--- src/rtl/ma_window_scheduler.sv ---
`default_nettype none
// ============================================================================
// Module   : ma_window_scheduler
// Brief    : Round-robin sequencer feeding one sample per cycle into the shared
//            moving-average datapath, with per-channel clear and window fill.
// Revision : 1.0 - initial release
// ============================================================================
module ma_window_scheduler #(
  parameter int NCH    = 3,
  parameter int WINDOW = 4,
  parameter int DW     = 2
) (
  input  logic              clk,
  input  logic              rst_n,
  input  logic              en,
  input  logic              flush,
  input  logic [NCH-1:0]    req_valid,
  input  logic [NCH*DW-1:0] req_data,
  output logic [NCH-1:0]    req_ready,
  output logic              dp_valid,
  output logic [1:0]        dp_chan,
  output logic [DW-1:0]     dp_data,
  output logic              dp_clear,
  output logic [NCH-1:0]    win_full,
  output logic              busy
);

  localparam logic [3:0] C_WINDOW = 4'(WINDOW);
  localparam logic [1:0] C_LAST   = 2'(NCH - 1);

  typedef enum logic [1:0] {
    S_IDLE  = 2'd0,
    S_CLEAR = 2'd1,
    S_RUN   = 2'd2
  } state_t;

  state_t        r_state;
  logic [1:0]    r_clr_idx;
  logic [1:0]    r_rr_ptr;
  logic [3:0]    r_fill_cnt [NCH];

  logic          w_found;
  logic [1:0]    w_gidx;
  logic [DW-1:0] w_gdata;
  logic          w_run_ok;

  assign w_run_ok = (r_state == S_RUN) && en && !flush;

  // Search starts one past the last winner so every requester gets a turn.
  always_comb begin : p_arb
    int c;
    c       = 0;
    w_found = 1'b0;
    w_gidx  = '0;
    w_gdata = '0;
    for (int k = 1; k <= NCH; k++) begin
      c = (int'(r_rr_ptr) + k) % NCH;
      if (!w_found && req_valid[c]) begin
        w_found = 1'b1;
        w_gidx  = 2'(c);
        w_gdata = req_data[c*DW +: DW];
      end
    end
  end

  always_comb begin
    req_ready = '0;
    if (w_run_ok && w_found) begin
      req_ready[w_gidx] = 1'b1;
    end
  end

  generate
    for (genvar g = 0; g < NCH; g++) begin : g_win
      assign win_full[g] = (r_fill_cnt[g] == C_WINDOW);
    end
  endgenerate

  always_ff @(posedge clk) begin
    if (!rst_n) begin
      r_state   <= S_IDLE;
      r_clr_idx <= '0;
      r_rr_ptr  <= C_LAST;
      dp_valid  <= 1'b0;
      dp_clear  <= 1'b0;
      dp_chan   <= '0;
      dp_data   <= '0;
      busy      <= 1'b0;
      for (int c = 0; c < NCH; c++) begin
        r_fill_cnt[c] <= '0;
      end
    end else begin
      dp_valid <= 1'b0;
      dp_clear <= 1'b0;
      dp_chan  <= '0;
      dp_data  <= '0;
      busy     <= 1'b0;
      case (r_state)
        S_IDLE: begin
          if (en) begin
            r_state   <= S_CLEAR;
            r_clr_idx <= '0;
          end
        end
        S_CLEAR: begin
          dp_clear <= 1'b1;
          dp_chan  <= r_clr_idx;
          busy     <= 1'b1;
          for (int c = 0; c < NCH; c++) begin
            if (2'(c) == r_clr_idx) begin
              r_fill_cnt[c] <= '0;
            end
          end
          if (r_clr_idx == C_LAST) begin
            r_state <= S_RUN;
          end else begin
            r_clr_idx <= r_clr_idx + 2'd1;
          end
        end
        S_RUN: begin
          if (flush) begin
            r_state   <= S_CLEAR;
            r_clr_idx <= '0;
          end else if (!en) begin
            r_state <= S_IDLE;
          end else if (w_found) begin
            dp_valid <= 1'b1;
            dp_chan  <= w_gidx;
            dp_data  <= w_gdata;
            r_rr_ptr <= w_gidx;
            for (int c = 0; c < NCH; c++) begin
              if (2'(c) == w_gidx && r_fill_cnt[c] != C_WINDOW) begin
                r_fill_cnt[c] <= r_fill_cnt[c] + 4'd1;
              end
            end
          end
        end
        default: r_state <= S_IDLE;
      endcase
    end
  end

endmodule
`default_nettype wire

--- config.mk ---
export PLATFORM = sky130hd
export DESIGN_NAME = ma_window_scheduler
export DESIGN_NICKNAME = d
export VERILOG_FILES = /design/src/rtl/ma_window_scheduler.sv
export SDC_FILE = /design/constraint.sdc
export NUM_CORES = 1
export LEC_CHECK = 0
export BUFFER_PORTS_ARGS = -buffer_cell sky130_fd_sc_hd__buf_4
export CAP_MARGIN = 20
export CORE_ASPECT_RATIO = 2
export CORE_MARGIN = 5
export CORE_UTILIZATION = 40
export DETAILED_ROUTE_END_ITERATION = 7
export PLACE_DENSITY = 0.65
export SLEW_MARGIN = 15
export SYNTH_ARGS = -nofsm -noshare
export SYNTH_HDL_FRONTEND = slang
export SYNTH_SLANG_ARGS = --single-unit
--- constraint.sdc ---
create_clock -name clk -period 4 [get_ports clk]
set_clock_uncertainty 0.1 [all_clocks]
set_input_delay 0 -clock clk [delete_from_list [all_inputs] [get_ports clk]]
set_output_delay 0 -clock clk [all_outputs]
set_load 0.1 [all_outputs]
==> run metrics, run 1 <==
crit-path max cell delay=0.55 ns; sum of routed wire length over all layers=around 4200 um; top-level I/O count=26; final core utilization=47.9%; class of the tightest hold or removal check=in2reg; area growth from synthesis to layout=16.2%; post-CTS setup buffer count=0; Resize count post-CTS=0; CP delay by family, top=compound AO/OA/AOI/OAI gates; weighted congestion reported at the end of routability-driven placement=0.889; Avg Synthesized Cell Area=8.77 um^2; Root Buffer Master=clkbuf_8; antenna violations before repair=0; IR drop worst, VDD=approximately 0.18 mV; netlist area before placement=0.00191 mm^2; row count=35; count of pins over their slew limit=0; hold buffers post-CTS=1; sinks on the clock net=24; per-cell routed wire length=14.1 um; total core area=about 0.0046 mm^2; main flop type after synthesis=edfxtp_1; async set-or-reset flop fraction in the synthesized netlist=0%; first-pass GRT wire length=7250 um; ratio of total power to cell area=281 mW/mm^2; switching part of the total power=between 20 and 30%; count of distinct cell types in the synthesized netlist=48; tightest hold margin=0.0622 ns; Critical Path Most Common Cell=a22oi_1; share of the cycle needed by the critical path after routing=between 80 and 90%; post-DR vias/cell=5.44; Place WS=0.535 ns; Max FO, Critical Path=16; Maximum Capacitance Violations=0; DRC violation total after the first TritonRoute iteration=58; proportion of power drawn by the clock network=34.1%; Synth Register Bits=24; buffering stage count on the worst path with inverters included=1; transition time of the tightest slew-check pin=0.909 ns; via count of the first global-routing pass=around 1600; drt drc=0; Critical Path RT=3.81 ns; Ys Warns=0; cell-internal power=0.452 mW; Arrival @ worst endpoint=3.29 ns; half-perimeter wire length of the detailed placement result=3340 um; post-synthesis instance total=218; cell at the slowest stage of the critical path=o32ai_1; DRT Pass-1 Iters=4; startpoint type of the worst setup path=flop; number of synthesized flops with an enable pin=12; maximum buffer depth of the clock tree=2; P_leak=0.985 nW; status=complete, no violations; final setup violation count=0; PnR worst setup slack=about 0.51 ns; CTS tree=built; post-layout net count=278; Cell Chain, Critical Path=inv_1 -> ha_1 -> mux2_4 -> a22oi_1 -> o21ai_0 -> a22oi_1 -> nor3_1 -> o32ai_1; clock latency of the later-clocked register in the worst-skew pair=0.27 ns; hold violation total from the final report=0; setup repair after global routing missed its margin=false; vias=1617; Antenna Nets Post-Route=0; Combinational Power Share=roughly a fifth; nature of the critical path endpoint=flop; share of cells above drive strength 1=15.7%; final global-route overflow total=0; overall die area=0.00635 mm^2; maximum number of pins on one net before global-route repair=17; sequential fraction of design power=about 45%; Die Y=108 um; fraction of the yosys area taken by sequential cells=31.4%; starting density of the core=between 40% and 50%; switching power total=0.171 mW; clock-pin transition on the worst setup and hold timing paths=0.08 ns; die width=58.9 um; CTS Buf Count=3; Setup CP Type=reg2reg; clock period minus worst slack=3.49 ns; synthesized net count=about 250; aggregate negative setup slack=0 ns; count of buffers inserted at the top-level ports=25; total track usage=between 10% and 20%; number of inserted diodes=0; CTS H-tree lvls=1; relative slew slack=37.8%; highest clock frequency the design can meet=287 MHz
==> cell usage in the layout, fill, tap and decap left out, types with 8 or more instances in the layout <==
cell      Yosys  layout
buf_4         1      27
nor2_1       24      24
inv_1        23      23
ha_1         22      22
o21ai_0      15      15
dfxtp_1      12      12
edfxtp_1     12      12
nand3_1      11      11
mux2i_1       8       8
a21oi_1       8       8
nand2_1       8       8
==> worst reg2reg max path: cells and delay by family, from the launching register on <==
| kind | cells | cell delay (ns) |
|---|---|---|
| adders and majority gates | 1 | 0.53 |
| AOI/OAI and AO/OA | 4 | 1.46 |
| and+or+nand+nor | 1 | 0.16 |
| muxes | 1 | 0.36 |
| DFF | 1 | 0.36 |
| buffers and inverters | 1 | 0.16 |
==> cell usage after synthesis, types with 2 or more instances <==
cell type / n / area, um^2
dfxtp_1: 12 / 240
a21oi_1: 8 / 40.0
nor4_1: 2 / 12.5
nor2b_1: 5 / 31.3
mux2_2: 2 / 22.5
o21ai_0: 15 / 75.1
and2_1: 3 / 18.8
clkbuf_1: 4 / 15.0
nand2b_1: 4 / 25.0
xnor2_1: 3 / 26.3
nor2_1: 24 / 90.1
o32a_1: 2 / 20.0
inv_1: 23 / 86.3
a21boi_0: 3 / 22.5
nor3_1: 6 / 30.0
nand3_1: 11 / 55.1
xor2_1: 3 / 26.3
a22oi_1: 6 / 45.0
edfxtp_1: 12 / 360
mux2i_1: 8 / 80.1
o21a_1: 3 / 22.5
nand2_1: 8 / 30.0
nand3b_1: 5 / 37.5
ha_1: 22 / 275
==> cell type report <==
cell class / instances / area, um^2
Fill cell: 492 / 2420
Tap cell: 55 / 68.8
Clock inverter: 1 / 30.0
Sequential cell: 24 / 601
Timing Repair Buffer: 28 / 213
Multi-Input combinational cell: 163 / 1180
Inverter: 23 / 86.3
Clock buffer: 3 / 41.3
==> flip-flops by register name, summed over array words and instances, names as in the netlist <==
register,flops
r_fill_cnt,12
dp_chan,2
dp_data,2
r_clr_idx,2
r_rr_ptr,2
r_state,2
busy,1
dp_valid,1
==> cell families (layout without fill, tap and decap cells) <==
family                     Yosys count  count (layout)  share of synthesized area, %
xor gates and xnor gates             6               6                          2.75
and+or+nand+nor                     74              74                          20.0
DFF                                 24              24                          31.4
muxes                               11              11                          6.15
adders and majority gates           22              22                          14.4
buffers and inverters               31              55                          6.74
AOI/OAI and AO/OA                   50              50                          18.6
==> power by group through the flow <==
stage          sequential (mW)  combinational (mW)  clock (mW)
4_1_cts                  0.280               0.132       0.215
3_3_place_gp             0.285               0.129           0
6_report                 0.280               0.131       0.213
3_5_place_dp             0.286               0.130           0
2_1_floorplan            0.291              0.0882           0
5_1_grt                  0.282               0.146       0.225
==> per-stage QoR <==
stage | instance area, um^2 | power [mW] | std cells
finish | 2220 | 0.623 | 297
global route | 2220 | 0.654 | 297
CTS | 2220 | 0.627 | 297
detailed placement | 2140 | 0.416 | 292
global placement | 2140 | 0.414 | 292
floorplan | 1910 | 0.379 | 218
==> path summary, 6_finish.rpt <==
| check | startpoint | endpoint | slack, ns | cells past startpoint |
|---|---|---|---|---|
| setup reg to reg | r_rr_ptr[0] | r_fill_cnt[0][2] | 0.51 | 8 |
| setup / recovery | r_rr_ptr[0] | r_fill_cnt[0][2] | 0.51 | 8 |
| hold / removal | req_data[5] | dp_data[1] | 0.06 | 5 |
| hold reg to reg | r_clr_idx[0] | dp_chan[0] | 0.38 | 2 |
==> metal layers <==
metal  vias up  wire [um]  global-route usage (%)
li1        818          -                       -
met1       767       1600                    15.5
met2        24       2410                    27.1
met3         8        106                    1.44
met4         0         64                    5.35
met5         -          0                       0
Power figures use the tool's default switching activity.
==> run 2: changes to the inputs <==
CORE_UTILIZATION = 50   (was 40)
CTS_CLUSTER_SIZE = 28   (was default)
PLACE_DENSITY = 0.77   (was 0.65)
==> run 2 against run 1 <==
  * Die area decreased by 17%
  * Count of clock-buffer cells in the layout unchanged
  * Utilization increased by 12 points
  * Highest routed layer unchanged
  * Register-to-register slack got worse by 0.06 ns
  * Clock power decreased by 34%
  * Sequential share of layout area increased by 0.51 points
  * Flip-flop and latch count unchanged
  * Cell count decreased by 2.4%
  * Routed wire length decreased by 4.1%
==> run metrics, run 2 (synthesis results as in run 1) <==
status=complete, no violations; DRT Pass-1 Iters=4; highest clock frequency the design can meet=282 MHz; weighted congestion reported at the end of routability-driven placement=0.956; half-perimeter wire length of the detailed placement result=3280 um; first-pass GRT wire length=6510 um; worst min-delay path startpoint=en; commonest cells after routing, fill and taps aside=buf_4, nor2_1, inv_1; clock-pin transition on the worst setup and hold timing paths=0.08 ns; Root Buffer Master=clkbuf_8; Maximum Capacitance Violations=0; vias=1618; Die Y=97.5 um; maximum number of pins on one net before global-route repair=17; number of flip-flops in the largest register=12; total core area=~0.0036 mm^2; P_leak=roughly 0.97 nW; ratio of total power to cell area=252 mW/mm^2; Place WS=0.495 ns; per-cell routed wire length=13.8 um; final core utilization=59.8%; Max FO, Critical Path=16; transition time of the tightest slew-check pin=around 0.95 ns; switching power total=0.163 mW; # fillers=356; Critical Path Most Common Cell=a22oi_1; count of buffers inserted at the top-level ports=25; register with the highest flop count=r_fill_cnt; area growth from synthesis to layout=14.1%; Arrival @ worst endpoint=3.35 ns; count of pins over their slew limit=0; nature of the critical path endpoint=flop; storage element area=601 um^2; Reg-to-Reg Start=r_rr_ptr[0]; final setup violation count=0; top-level I/O count=26; sequential fraction of design power=about half; hold violation total from the final report=0; total track usage=16.0%; Setup CP Type=reg2reg; sinks on the clock net=24; maximum buffer depth of the clock tree=2; setup repair after global routing missed its margin=false; class of the tightest hold or removal check=in2reg; startpoint type of the worst setup path=flop; Combinational Power Share=23.4%; antenna violations before repair=0; via count of the first global-routing pass=1501; clock period minus worst slack=3.55 ns; PnR worst setup slack=about 0.45 ns; IR drop worst, VDD=0.160 mV; switching part of the total power=29.6%; sum of routed wire length over all layers=4010 um; drt drc=0; cell-internal power=0.387 mW; post-CTS setup buffer count=0; aggregate negative setup slack=0 ns; final global-route overflow total=0; starting density of the core=52.4%; CTS Buf Count=3; Critical Path RT=3.80 ns; clock latency of the later-clocked register in the worst-skew pair=0.26 ns; proportion of power drawn by the clock network=25.7%; row count=31; buffering stage count on the worst path with inverters included=1; number of inserted diodes=0; die width=roughly 54 um; area of the multi-input gates=0.00118 mm^2; cell at the slowest stage of the critical path=o32ai_1; post-layout net count=277; share of cells above drive strength 1=14.9%; share of the cycle needed by the critical path after routing=88.8%; CTS H-tree lvls=1; CTS tree=built; relative slew slack=35.0%; DRC violation total after the first TritonRoute iteration=28; Antenna Nets Post-Route=0; most common cell after layout, fill and taps aside=buf_4; crit-path max cell delay=0.59 ns; CP delay by family, top=compound AO/OA/AOI/OAI gates; Cell Chain, Critical Path=inv_1 -> ha_1 -> mux2_4 -> a22oi_1 -> o21ai_0 -> a22oi_1 -> nor3_1 -> o32ai_1; critical path launch point=r_rr_ptr[0]; post-DR vias/cell=5.58; overall die area=0.00524 mm^2
run 2: cell types whose count changed in the layout (fill, tap and decap cells not counted):
cell	previous run	this run
buf_4	27	26
bufinv_16	1	0
clkinv_1	0	1
run 2: through the flow:
| stage | cells | power, mW | area [um^2] | hold WS (ns) |
|---|---|---|---|---|
| final | 290 | 0.550 | 2180 | 0.0503 |
| after global routing | 290 | 0.575 | 2180 | 0.0898 |
| after CTS | 290 | 0.554 | 2180 | 0.0604 |
| after detailed placement | 285 | 0.413 | 2130 | 0.155 |
| after global placement | 285 | 0.411 | 2130 | 0.158 |
| after floorplan | 218 | 0.379 | 1910 | 0.140 |
run 2: worst min-delay path, delay by kind of cell:
kind / cells / cell delay [ns]
buffers and inverters: 1 / 0.08
AOI/OAI and AO/OA: 1 / 0.19
and+or+nand+nor: 2 / 0.10
run 2: power groups by stage:
stage               Combinational, mW  Sequential, mW  Clock (mW)
global placement                0.127           0.285           0
floorplan                      0.0882           0.291           0
finish                          0.129           0.279       0.141
global route                    0.141           0.282       0.152
CTS                             0.129           0.280       0.145
detailed placement              0.128           0.285           0
run 2: area by class of cell:
cell class / instances / area share [%]
clock inverter: 1 / 0.172
clock buffer: 3 / 1.89
tap: 49 / 2.81
inverter: 23 / 3.96
timing repair buffer: 27 / 9.41
sequential: 24 / 27.5
multi-input combinational: 163 / 54.2
run 2: path summary, 6_finish.rpt:
path / end / slack [ns] / depth (start not counted)
min reg2reg: dp_chan[0] / 0.38 / 2
max reg2reg: r_fill_cnt[0][2] / 0.45 / 8
min: r_state[1] / 0.05 / 4
max: r_fill_cnt[0][2] / 0.45 / 8
run 2: repair_timing:
item / 4_1_cts / 5_1_grt
hold endpoints to repair: 9 / 0
resized for setup: 0 / 0
hold buffers: 1 / 0
endpoints found under the setup margin: 0 / 0
run 2: per-layer routing:
layer  global-route usage (%)  wire [um]  vias up  share of wire (%)
met2                     28.0       2200       44                 55
li1                         -          -      813                  -
met3                     1.08        161       12                4.0
met1                     17.6       1460      749                 37
met5                        0          0        -                  0
met4                     9.06        184        0                4.6
==> run 3: changes to the inputs <==
ABC_AREA = 1   (was default)
==> run 3 against run 2 <==
  * Synthesized cell count is 21% higher
  * Critical path depth is 6 higher
  * Clock power increased by 29%
  * Flip-flop and latch count unchanged
==> run metrics, run 3 <==
status=complete, no violations; Routed met3 length=140 um; Avg Synthesized Cell Area=7.28 um^2; top-level I/O count=26; per-cell routed wire length=12.4 um; final core utilization=58.0%; starting density of the core=50.6%; row count=32; register with the highest flop count=r_fill_cnt; number of cells traversed by the worst register-to-register path=14; setup repair after global routing missed its margin=false; Maximum Capacitance Violations=0; clock-pin transition on the worst setup and hold timing paths=0.09 ns; P_leak=about 1.2 nW; synthesized net count=299; Synth Register Bits=24; Root Buffer Master=clkbuf_8; first-pass GRT wire length=6980 um; share of the synthesized area in the top cell type=18.7%; Antenna Nets Post-Route=0; Arrival @ worst endpoint=2.93 ns; number of inserted diodes=0; total core area=0.00380 mm^2; final cell count without fillers=339; most area-consuming cells after synthesis=edfxtp_1, ha_1, dfxtp_1, nand2_1, inv_1; clock latency of the later-clocked register in the worst-skew pair=0.27 ns; number of flip-flops in the largest register=12; worst reg2reg endpoint=r_fill_cnt[0][3]; startpoint type of the worst setup path=flop; final setup violation count=0; most common cell after layout, fill and taps aside=nand2_1; total track usage=17.4%; post-layout power=1.01 mW; die width=53.9 um; Hold Path End=r_state[0]; fraction of the yosys area taken by sequential cells=approximately 31%; sinks on the clock net=24; via count of the first global-routing pass=1679; CTS Buf Count=3; number of synthesized flops with an enable pin=12; async set-or-reset flop fraction in the synthesized netlist=0%; aggregate negative setup slack=0 ns; hold violation total from the final report=0; final global-route overflow total=0; Max FO, Critical Path=11; CTS H-tree lvls=1; nature of the critical path endpoint=flop; Highest Signal Layer=met4; most instantiated cells after synthesis=nand2_1, inv_1, ha_1; count of distinct cell types in the synthesized netlist=30; maximum buffer depth of the clock tree=2; share of the cycle needed by the critical path after routing=77.8%; internal reg-to-reg setup slack=0.89 ns; ratio of total power to cell area=457 mW/mm^2; Die Y=97.7 um; post-DR vias/cell=5.03; count of pins over their slew limit=0; switching power total=approximately 0.44 mW; CTS tree=built; DRC violation total after the first TritonRoute iteration=36; relative slew slack=65.2%; drt drc=0; switching part of the total power=43.9%; most instantiated library cell after synthesis=nand2_1; transition time of the tightest slew-check pin=0.517 ns; met2 layer wire length in the routed design=2370 um; highest clock frequency the design can meet=321 MHz; class of the tightest hold or removal check=in2reg; Combinational Power Share=48.3%; Reg-to-Reg Start=r_rr_ptr[1]; share of cells above drive strength 1=16.0%; sum of routed wire length over all layers=~4200 um; number of cells on the worst hold path=4; main flop type after synthesis=edfxtp_1; area growth from synthesis to layout=14.6%; antenna violations before repair=0; cell-internal power=0.566 mW; sequential fraction of design power=33.7%; clock period minus worst slack=3.11 ns; Ys Warns=0; met1 routed wirelength after detailed routing=1520 um; Setup CP Type=reg2reg; post-synthesis instance total=264; DRT Pass-1 Iters=4; overall die area=0.00526 mm^2; commonest cells after routing, fill and taps aside=nand2_1, inv_1, buf_4; half-perimeter wire length of the detailed placement result=3420 um; Critical Path RT=around 3.8 ns; cell taking the most area after synthesis=edfxtp_1; weighted congestion reported at the end of routability-driven placement=0.906; proportion of power drawn by the clock network=18.1%; count of buffers inserted at the top-level ports=25; placed cell count=approximately 330; Resize count post-CTS=0; IR drop worst, VDD=0.228 mV; vias=1704; netlist area before placement=just under 0.002 mm^2; post-layout net count=324; maximum number of pins on one net before global-route repair=15; worst min-delay path startpoint=en
[run 3: critical path, cell delays in order, from the launching register on]
cell and delay (ns):
dfxtp_1 0.42, inv_1 0.14, ha_1 0.50, inv_1 0.25
nand2_1 0.12, nand3_2 0.08, nand2_4 0.11, nand2_1 0.08
inv_2 0.07, nand3_2 0.06, nand2_2 0.12, inv_1 0.08
nand3_2 0.11, nand2_1 0.08, o21ai_0 0.43
[run 3: per-layer routing]
metal  track usage, %  vias up
met5                0        -
met4             9.25        0
met3             1.54       14
met2             32.7       43
met1             17.0      765
li1                 -      882
[run 3: worst max-delay path by stage]
| stage | start | to | slack, ns | cells past startpoint |
|---|---|---|---|---|
| 6_report | r_rr_ptr[1] | r_fill_cnt[0][3] | 0.89 | 14 |
| 2_1_floorplan | r_rr_ptr[0] | req_ready[0] | 0.41 | 12 |
| 3_3_place_gp | r_rr_ptr[1] | r_fill_cnt[0][0] | 1.0 | 12 |
| 3_5_place_dp | r_rr_ptr[1] | r_fill_cnt[0][3] | 0.92 | 12 |
| 5_1_grt | r_rr_ptr[1] | r_fill_cnt[0][2] | 0.53 | 12 |
| 4_1_cts | r_rr_ptr[1] | r_fill_cnt[0][3] | 0.90 | 14 |
[run 3: power groups by stage]
stage	combinational [mW]	clock, mW	sequential [mW]
global placement	0.475	0	0.344
finish	0.487	0.182	0.339
CTS	0.487	0.186	0.340
detailed placement	0.482	0	0.346
global route	0.544	0.195	0.346
floorplan	0.362	0	0.367
[run 3: what timing repair did]
item	CTS	global route
hold endpoints to repair	5	0
buffers inserted	0	0
hold buffers	1	0
[run 3: kinds of logic after synthesis]
kind of cell | after synthesis | synth area share, %
AOI/OAI and AO/OA | 40 | 11.5
xor gates and xnor gates | 7 | 3.19
adders and majority gates | 22 | 14.3
buffers and inverters | 60 | 12.9
DFF | 24 | 31.2
and+or+nand+nor | 111 | 26.9
[run 3: cell type report]
cell class | count | area, um^2
fillers | 386 | 1600
repair buffers | 26 | 198
well taps | 51 | 63.8
inverters | 54 | 203
flip-flops and latches | 24 | 601
clock buffers | 4 | 66.3
multi-input cells | 180 | 1070
[run 3: through the flow]
stage	hold WS, ns	worst slack [ns]	area [um^2]
floorplan	-0.0310	0.407	1920
global placement	0.126	0.997	2130
detailed placement	0.120	0.916	2130
CTS	0.0202	0.895	2200
global route	0.0440	0.526	2200
finish	0.0153	0.886	2200
